## config.mk

```make
export PLATFORM = sky130hd
export DESIGN_NAME = butterfly
export DESIGN_NICKNAME = d
export VERILOG_FILES = /design/src/rtl/butterfly_pkg.sv /design/src/rtl/butterfly_switch.sv /design/src/rtl/butterfly.sv
export SDC_FILE = /design/constraint.sdc
export NUM_CORES = 2
export LEC_CHECK = 0
export CORE_UTILIZATION = 55
export CTS_CLUSTER_DIAMETER = 100
export DETAILED_ROUTE_END_ITERATION = 6
export GPL_TIMING_DRIVEN = 0
export PLACE_DENSITY_LB_ADDON = 0.08
export SETUP_SLACK_MARGIN = 0.1
export SLEW_MARGIN = 20
export SYNTH_ARGS = -nofsm -noshare
export SYNTH_HDL_FRONTEND = slang
export SYNTH_HIERARCHICAL = 1
export SYNTH_SLANG_ARGS = --single-unit
```

## constraint.sdc

```tcl
create_clock -name clk -period 3.25 [get_ports clk]
set_input_delay 0.4875 -clock clk [delete_from_list [all_inputs] [get_ports clk]]
set_output_delay 0.4875 -clock clk [all_outputs]
set_load 0.01 [all_outputs]
```

## src/rtl/butterfly_pkg.sv

```systemverilog
// Shared helpers for the butterfly fabric: stage count and
// the position arithmetic that wires the switch stages.
package butterfly_pkg;

  typedef logic [1:0] pair_t;

  function automatic int unsigned stages(input int unsigned n);
    return $clog2(n);
  endfunction

  function automatic int unsigned partner(
    input int unsigned j,
    input int unsigned s,
    input int unsigned l
  );
    return j ^ (1 << (l - 1 - s));
  endfunction

  function automatic int unsigned route_bit(
    input int unsigned dst,
    input int unsigned s,
    input int unsigned l
  );
    return (dst >> (l - 1 - s)) & 1;
  endfunction

  // m-th pair of a stage: insert a 0 at bit b of m
  function automatic int unsigned low_pos(
    input int unsigned m,
    input int unsigned b
  );
    return ((m >> b) << (b + 1)) | (m & ((1 << b) - 1));
  endfunction

endpackage

```

## src/rtl/butterfly_switch.sv

```systemverilog
// 2x2 registered switch: routes on one destination bit,
// round-robin arbitration per output register.
module butterfly_switch
  import butterfly_pkg::*;
#(
  parameter int DW      = 35,
  parameter int SEL_BIT = 34
) (
  input  logic          clk,
  input  logic          rst_n,
  input  logic          up0_valid,
  output logic          up0_ready,
  input  logic [DW-1:0] up0_data,
  input  logic          up1_valid,
  output logic          up1_ready,
  input  logic [DW-1:0] up1_data,
  output logic          dn0_valid,
  input  logic          dn0_ready,
  output logic [DW-1:0] dn0_data,
  output logic          dn1_valid,
  input  logic          dn1_ready,
  output logic [DW-1:0] dn1_data
);

  pair_t           uv;
  pair_t           ur;
  pair_t           dr;
  pair_t           vq;
  pair_t           ptr;
  pair_t           load;
  pair_t           cont;
  logic [1:0][1:0] req;
  logic [1:0][1:0] gnt;
  logic [DW-1:0]   ud [2];
  logic [DW-1:0]   dq [2];

  assign uv    = {up1_valid, up0_valid};
  assign dr    = {dn1_ready, dn0_ready};
  assign ud[0] = up0_data;
  assign ud[1] = up1_data;

  assign up0_ready = ur[0];
  assign up1_ready = ur[1];
  assign dn0_valid = vq[0];
  assign dn1_valid = vq[1];
  assign dn0_data  = dq[0];
  assign dn1_data  = dq[1];

  // ptr set means input 1 is favoured on contention
  always_comb begin
    req  = '0;
    gnt  = '0;
    cont = '0;
    load = '0;
    ur   = '0;
    for (int p = 0; p < 2; p++) begin
      for (int i = 0; i < 2; i++) begin
        req[p][i] = uv[i] && (ud[i][SEL_BIT] == p[0]);
      end
      cont[p]   = &req[p];
      gnt[p][0] = req[p][0] && (!req[p][1] || !ptr[p]);
      gnt[p][1] = req[p][1] && (!req[p][0] || ptr[p]);
      load[p]   = !vq[p] || dr[p];
      ur        = ur | (gnt[p] & {2{load[p]}});
    end
  end

  always_ff @(posedge clk or negedge rst_n) begin
    if (!rst_n) begin
      vq    <= '0;
      ptr   <= '0;
      dq[0] <= '0;
      dq[1] <= '0;
    end else begin
      for (int p = 0; p < 2; p++) begin
        if (load[p]) begin
          vq[p] <= |gnt[p];
          unique case (1'b1)
            gnt[p][0]: dq[p] <= ud[0];
            gnt[p][1]: dq[p] <= ud[1];
            default: ;
          endcase
          if (cont[p]) ptr[p] <= !ptr[p];
        end
      end
    end
  end

endmodule

```

## src/rtl/butterfly.sv

```systemverilog
// N-port butterfly fabric: log2(N) stages of registered 2x2
// switches, destination index carried in the word's top bits.
module butterfly
  import butterfly_pkg::*;
#(
  parameter int DW = 35,
  parameter int N  = 8
) (
  input  logic          clk,
  input  logic          rst_n,
  input  logic          i_valid [N-1:0],
  output logic          i_ready [N-1:0],
  input  logic [DW-1:0] i_data  [N-1:0],
  output logic          o_valid [N-1:0],
  input  logic          o_ready [N-1:0],
  output logic [DW-1:0] o_data  [N-1:0]
);

  localparam int L = stages(N);

  for (genvar s = 0; s < L; s++) begin : stg
    logic          uv [N-1:0];
    logic          ur [N-1:0];
    logic [DW-1:0] ud [N-1:0];
    logic          v  [N-1:0];
    logic          r  [N-1:0];
    logic [DW-1:0] d  [N-1:0];

    for (genvar k = 0; k < N; k++) begin : port
      if (s == 0) begin : head
        assign uv[k]      = i_valid[k];
        assign ud[k]      = i_data[k];
        assign i_ready[k] = ur[k] & rst_n;
      end else begin : link
        assign uv[k] = stg[s-1].v[k];
        assign ud[k] = stg[s-1].d[k];
      end
      if (s == L - 1) begin : tail
        assign r[k]       = o_ready[k];
        assign o_valid[k] = v[k];
        assign o_data[k]  = d[k];
      end else begin : fwd
        assign r[k] = stg[s+1].ur[k];
      end
    end

    // stage s routes on destination bit L-1-s, i.e. word bit DW-1-s
    for (genvar m = 0; m < N / 2; m++) begin : sw
      localparam int A = int'(low_pos(m, L - 1 - s));
      localparam int B = int'(partner(A, s, L));

      butterfly_switch #(
        .DW      (DW),
        .SEL_BIT (DW - 1 - s)
      ) u_switch (
        .clk       (clk),
        .rst_n     (rst_n),
        .up0_valid (uv[A]),
        .up0_ready (ur[A]),
        .up0_data  (ud[A]),
        .up1_valid (uv[B]),
        .up1_ready (ur[B]),
        .up1_data  (ud[B]),
        .dn0_valid (v[A]),
        .dn0_ready (r[A]),
        .dn0_data  (d[A]),
        .dn1_valid (v[B]),
        .dn1_ready (r[B]),
        .dn1_data  (d[B])
      );
    end
  end

endmodule

```

==> results.md <==
- Hold Path Class: input pin to async pin
- Clk buf depth: 3
- Layout cells sized above 1: 13.38%
- R2r worst-path depth: 15
- Largest family of logic cells by synthesized area: simple AND/OR/NAND/NOR gates
- Clk_lat worst skew: 660 ps
- Remaining antenna violation count: 0
- Relative slew slack: 50.64%
- Largest vdd supply drop: 0.8128 mV
- Setup Crit Path Kind: flip-flop to primary output
- Adder-Cell Fraction of Synth Area: 0%
- Final Max Tran Viols: 0
- Mapped Nets: 5142
- Simple logic cell fraction of the synthesized area: 25.07%
- Avg Inst Size Synth: 8.598 sq um
- Worst-margin pin slew: 740.4 ps
- Max cap viols: 0
- Crit-path max cell delay: 550 ps
- WHS: -24.05 ps
- Worst reg2reg setup slack: 160 ps
- Synth area leaders: dfrtp_1 (53%), nand2_1 (15%), a31oi_1 (12%)
- Cell Chain, Critical Path: buf_6 -> nand2_2 -> o22ai_2 -> a21oi_2 -> buf_6 -> nor2b_4 -> o21ai_2 -> o22ai_2 -> a21oi_2 -> nor2b_4 -> buf_6 -> nor2_4 -> o22ai_1 -> a21oi_1 -> and2_1 -> buf_2
- Cell row count: 100
- Final hold violation count: 30
- Vias in the first global route: 39320
- Seq/Total Area, Yosys: 53.35%
- Final setup vio count: 8
- Startpoint types: flip-flop
- Clock Skew: 22.08 ps
- TritonCTS clock tree: done
- Global-route wire length before repair: 257800 um
- Post-synth EDFFs: 0
- Die area: 0.07683 sq mm
- Fin util: 71.82%
- NumNets Final: 5920
- Cell area after synthesis: 0.04165 sq mm
- DRC: 1
- Routed len/inst: 26.91 um
- TritonCTS Buffers: 93
- Initial antenna violation count: 6
- Growth of design area from synthesis to finish: 28.81%
- CP max FO: 4
- Worst path most repeated cell: buf_6
- Period minus WS final: 3700 ps
- Leak Pwr: 23.52 nW
- Ratio of final minimum period to clock period: 113.9%
- Final WL: 179400 um
- Fillers: 5780
- H-tree levels: 3
- Failing checks: DRC, hold timing, setup timing
- Post-synth top area share: 53.35%
- CP top delay family: compound AO/OA/AOI/OAI gates
- Crit. End Element: primary output
- Pwr Density: 1320 mW/mm^2
- Iter 0 DRT Violations: 6550
- Critical Path RT: 2760 ps
- Worst Path Arrival: 3210 ps
- DP Worst Slack: -1755 ps
- FF+latch count, synth: 888
- FFs w/ async S/R, synth: 100.0%
- Total number of vias: 41700
- Chip width: 277.2 um
- Netlist cell types: 28
- Worst r2r src: stg[1].sw[0].u_switch/dn1_data[32]$_DFFE_PN0P_
- Initial Util: 55.76%
- Largest net degree at the start of global routing: 141
- RSZ-0062 raised after global routing: true
- Root Driver: clkbuf_16
- Synth area leader: dfrtp_1
- Crit path max-delay cell type: dfrtp_2
- Synth warnings: 6
- Status: complete, but fails checks
- Core ar.: 0.07470 sq mm
- Reg clk slew, reported paths: 60 ps
- Setup ws final: -450.5 ps
- Chip height: 277.2 um
- Post-synthesis mux area share: 0%
- Top_reg_cell synth: dfrtp_1
- Vias per cell: 6.254
- Global Route Usage Sum: 45.79%
- Post-Syn Instances: 4844
- TritonCTS sink count: 888
- DRT Pass-1 Iters: 7
- Reg-to-reg endpoint: stg[0].sw[0].u_switch/dn0_data[20]$_DFFE_PN0P_
- Hpwl dp: 136800 um
- Count leader, synth: nand2_1
- XOR/XNOR share of the synthesized area: 0.5047%
- Buf/Inv on CP: 4
- Top cells by count, synth: nand2_1 (1656), dfrtp_1 (888), a31oi_1 (828), nor2_1 (828), buf_2 (188)
- Compound-Gate Fraction of Synth Area: 15.86%
- Routability cong.: 1.109
- Fmax: 270.2 MHz
- Grt ovf: 0
- Port Buffers: 593
- Num ports: 594
[cell type report]
cell class | count | area (sq um) | share of cell area (%)
Sequential cell | 888 | 22240 | 41.46
Clock buffer | 127 | 2710 | 5.052
Timing Repair Buffer | 683 | 6893 | 12.85
Tap cell | 969 | 1212 | 2.260
Buffer | 324 | 2148 | 4.004
Multi-Input combinational cell | 3620 | 17760 | 33.10
Antenna cell | 1 | 2.502 | 0.004665
Clock inverter | 43 | 639.4 | 1.192
Inverter | 12 | 45.04 | 0.08396
[state kept, by name, indices dropped and copies added (netlist names)]
name,flops
stg.sw.u_switch/ptr,24
stg.sw.u_switch/vq,24
stg.sw.u_switch/dn1_data,420
stg.sw.u_switch/dn0_data,420
[cell usage in the layout, fill, tap and decap left out, types with 7 or more instances in the layout]
cell type,synthesis,final
bufinv_16,0,16
nor2b_1,36,12
or2_2,12,12
buf_16,0,10
clkinv_2,0,19
buf_2,188,189
nor3_1,12,12
o21a_1,12,12
clkbuf_1,16,29
nand2_2,24,19
a31oi_1,828,825
and2b_1,12,8
o21bai_4,12,12
o22ai_1,24,7
xnor2_1,24,24
a31oi_4,12,13
dfrtp_2,0,16
inv_1,12,12
buf_6,60,73
o22ai_2,0,11
nand2b_1,24,23
nand2b_4,12,13
clkbuf_16,0,97
nand3b_1,12,12
o21ai_4,12,12
nand3_1,12,12
buf_4,60,130
and2_1,8,8
clkdlybuf4s50_1,0,584
nand2_1,1656,1655
clkbuf_8,0,17
nor2_1,828,816
a21oi_4,24,26
dfrtp_1,888,872
nor2b_4,0,19
[layer usage]
layer	up-vias	global-route usage, %	routed length, um
met2	3209	68.11	77850
li1	17830	-	-
met5	-	0	46
met4	6	33.29	15250
met3	568	10.66	21040
met1	20080	58.93	65240
[stage by stage]
| step | setup TNS (ps) | instance area (sq um) | hold slack, ps | instances | total power [mW] |
|---|---|---|---|---|---|
| after floorplan | 0 | 41650 | 191.9 | 4844 | 40.66 |
| after global placement | - | 48800 | 453.3 | 6406 | 54.43 |
| after detailed placement | -133460 | 48980 | 433.2 | 6412 | 55.11 |
| after CTS | -2171 | 53450 | 5.727 | 6651 | 68.85 |
| after global routing | -3487 | 53650 | 27.90 | 6666 | 73.69 |
| final | -3068 | 53650 | -24.05 | 6667 | 70.82 |
[report_power, final]
| group | internal, mW | switching (mW) |
|---|---|---|
| Combinational | 14.1 | 20.2 |
| Sequential | 16.6 | 8.18 |
| Clock | 7.10 | 4.61 |
| Total | 37.8 | 33.0 |
[cell families (layout without fill, tap and decap cells)]
logic type / Yosys count / in the layout
compound gates: 948 / 948
simple gates: 2648 / 2648
flops: 888 / 888
buf+inv: 336 / 1189
other cells: 0 / 1
xor+xnor: 24 / 24
[worst register-to-register path, stage by stage (launching register included)]
cell and delay (ps):
dfrtp_2 490, nand2b_4 210, nor2_4 120, o22ai_2 90
a21oi_2 150, buf_6 150, nor2b_4 60, o21ai_2 110
o22ai_2 90, a21oi_2 180, nor2b_4 100, buf_4 150
buf_4 150, a21oi_4 220, clkbuf_1 490, a31oi_1 170
[worst max-delay path by stage]
stage / from / slack [ps] / cells past startpoint / end
floorplan: stg[1].sw[0].u_switch/dn1_data[32]$_DFFE_PN0P_ / 230 / 13 / i_ready[1]
global placement: rst_n / -38510 / 1 / stg[2].sw[3].u_switch/dn0_data[27]$_DFFE_PN0P_
detailed placement: o_ready[1] / -1750 / 15 / i_ready[0]
CTS: stg[1].sw[1].u_switch/dn1_data[32]$_DFFE_PN0P_ / -380 / 15 / i_ready[1]
global route: stg[2].sw[2].u_switch/vq[1]$_DFFE_PN0N_ / -530 / 15 / i_ready[0]
finish: stg[1].sw[1].u_switch/dn1_data[32]$_DFFE_PN0P_ / -450 / 16 / i_ready[0]
[repair_timing]
action	CTS	global route
gates resized for setup	170	18
endpoints found under the hold margin	91	0
hold buffers	3	0
pin swaps	44	9
gates cloned	2	0
setup endpoints to repair	275	10
buffers inserted	64	15
Note: power is estimated with default switching activity, not from simulation.
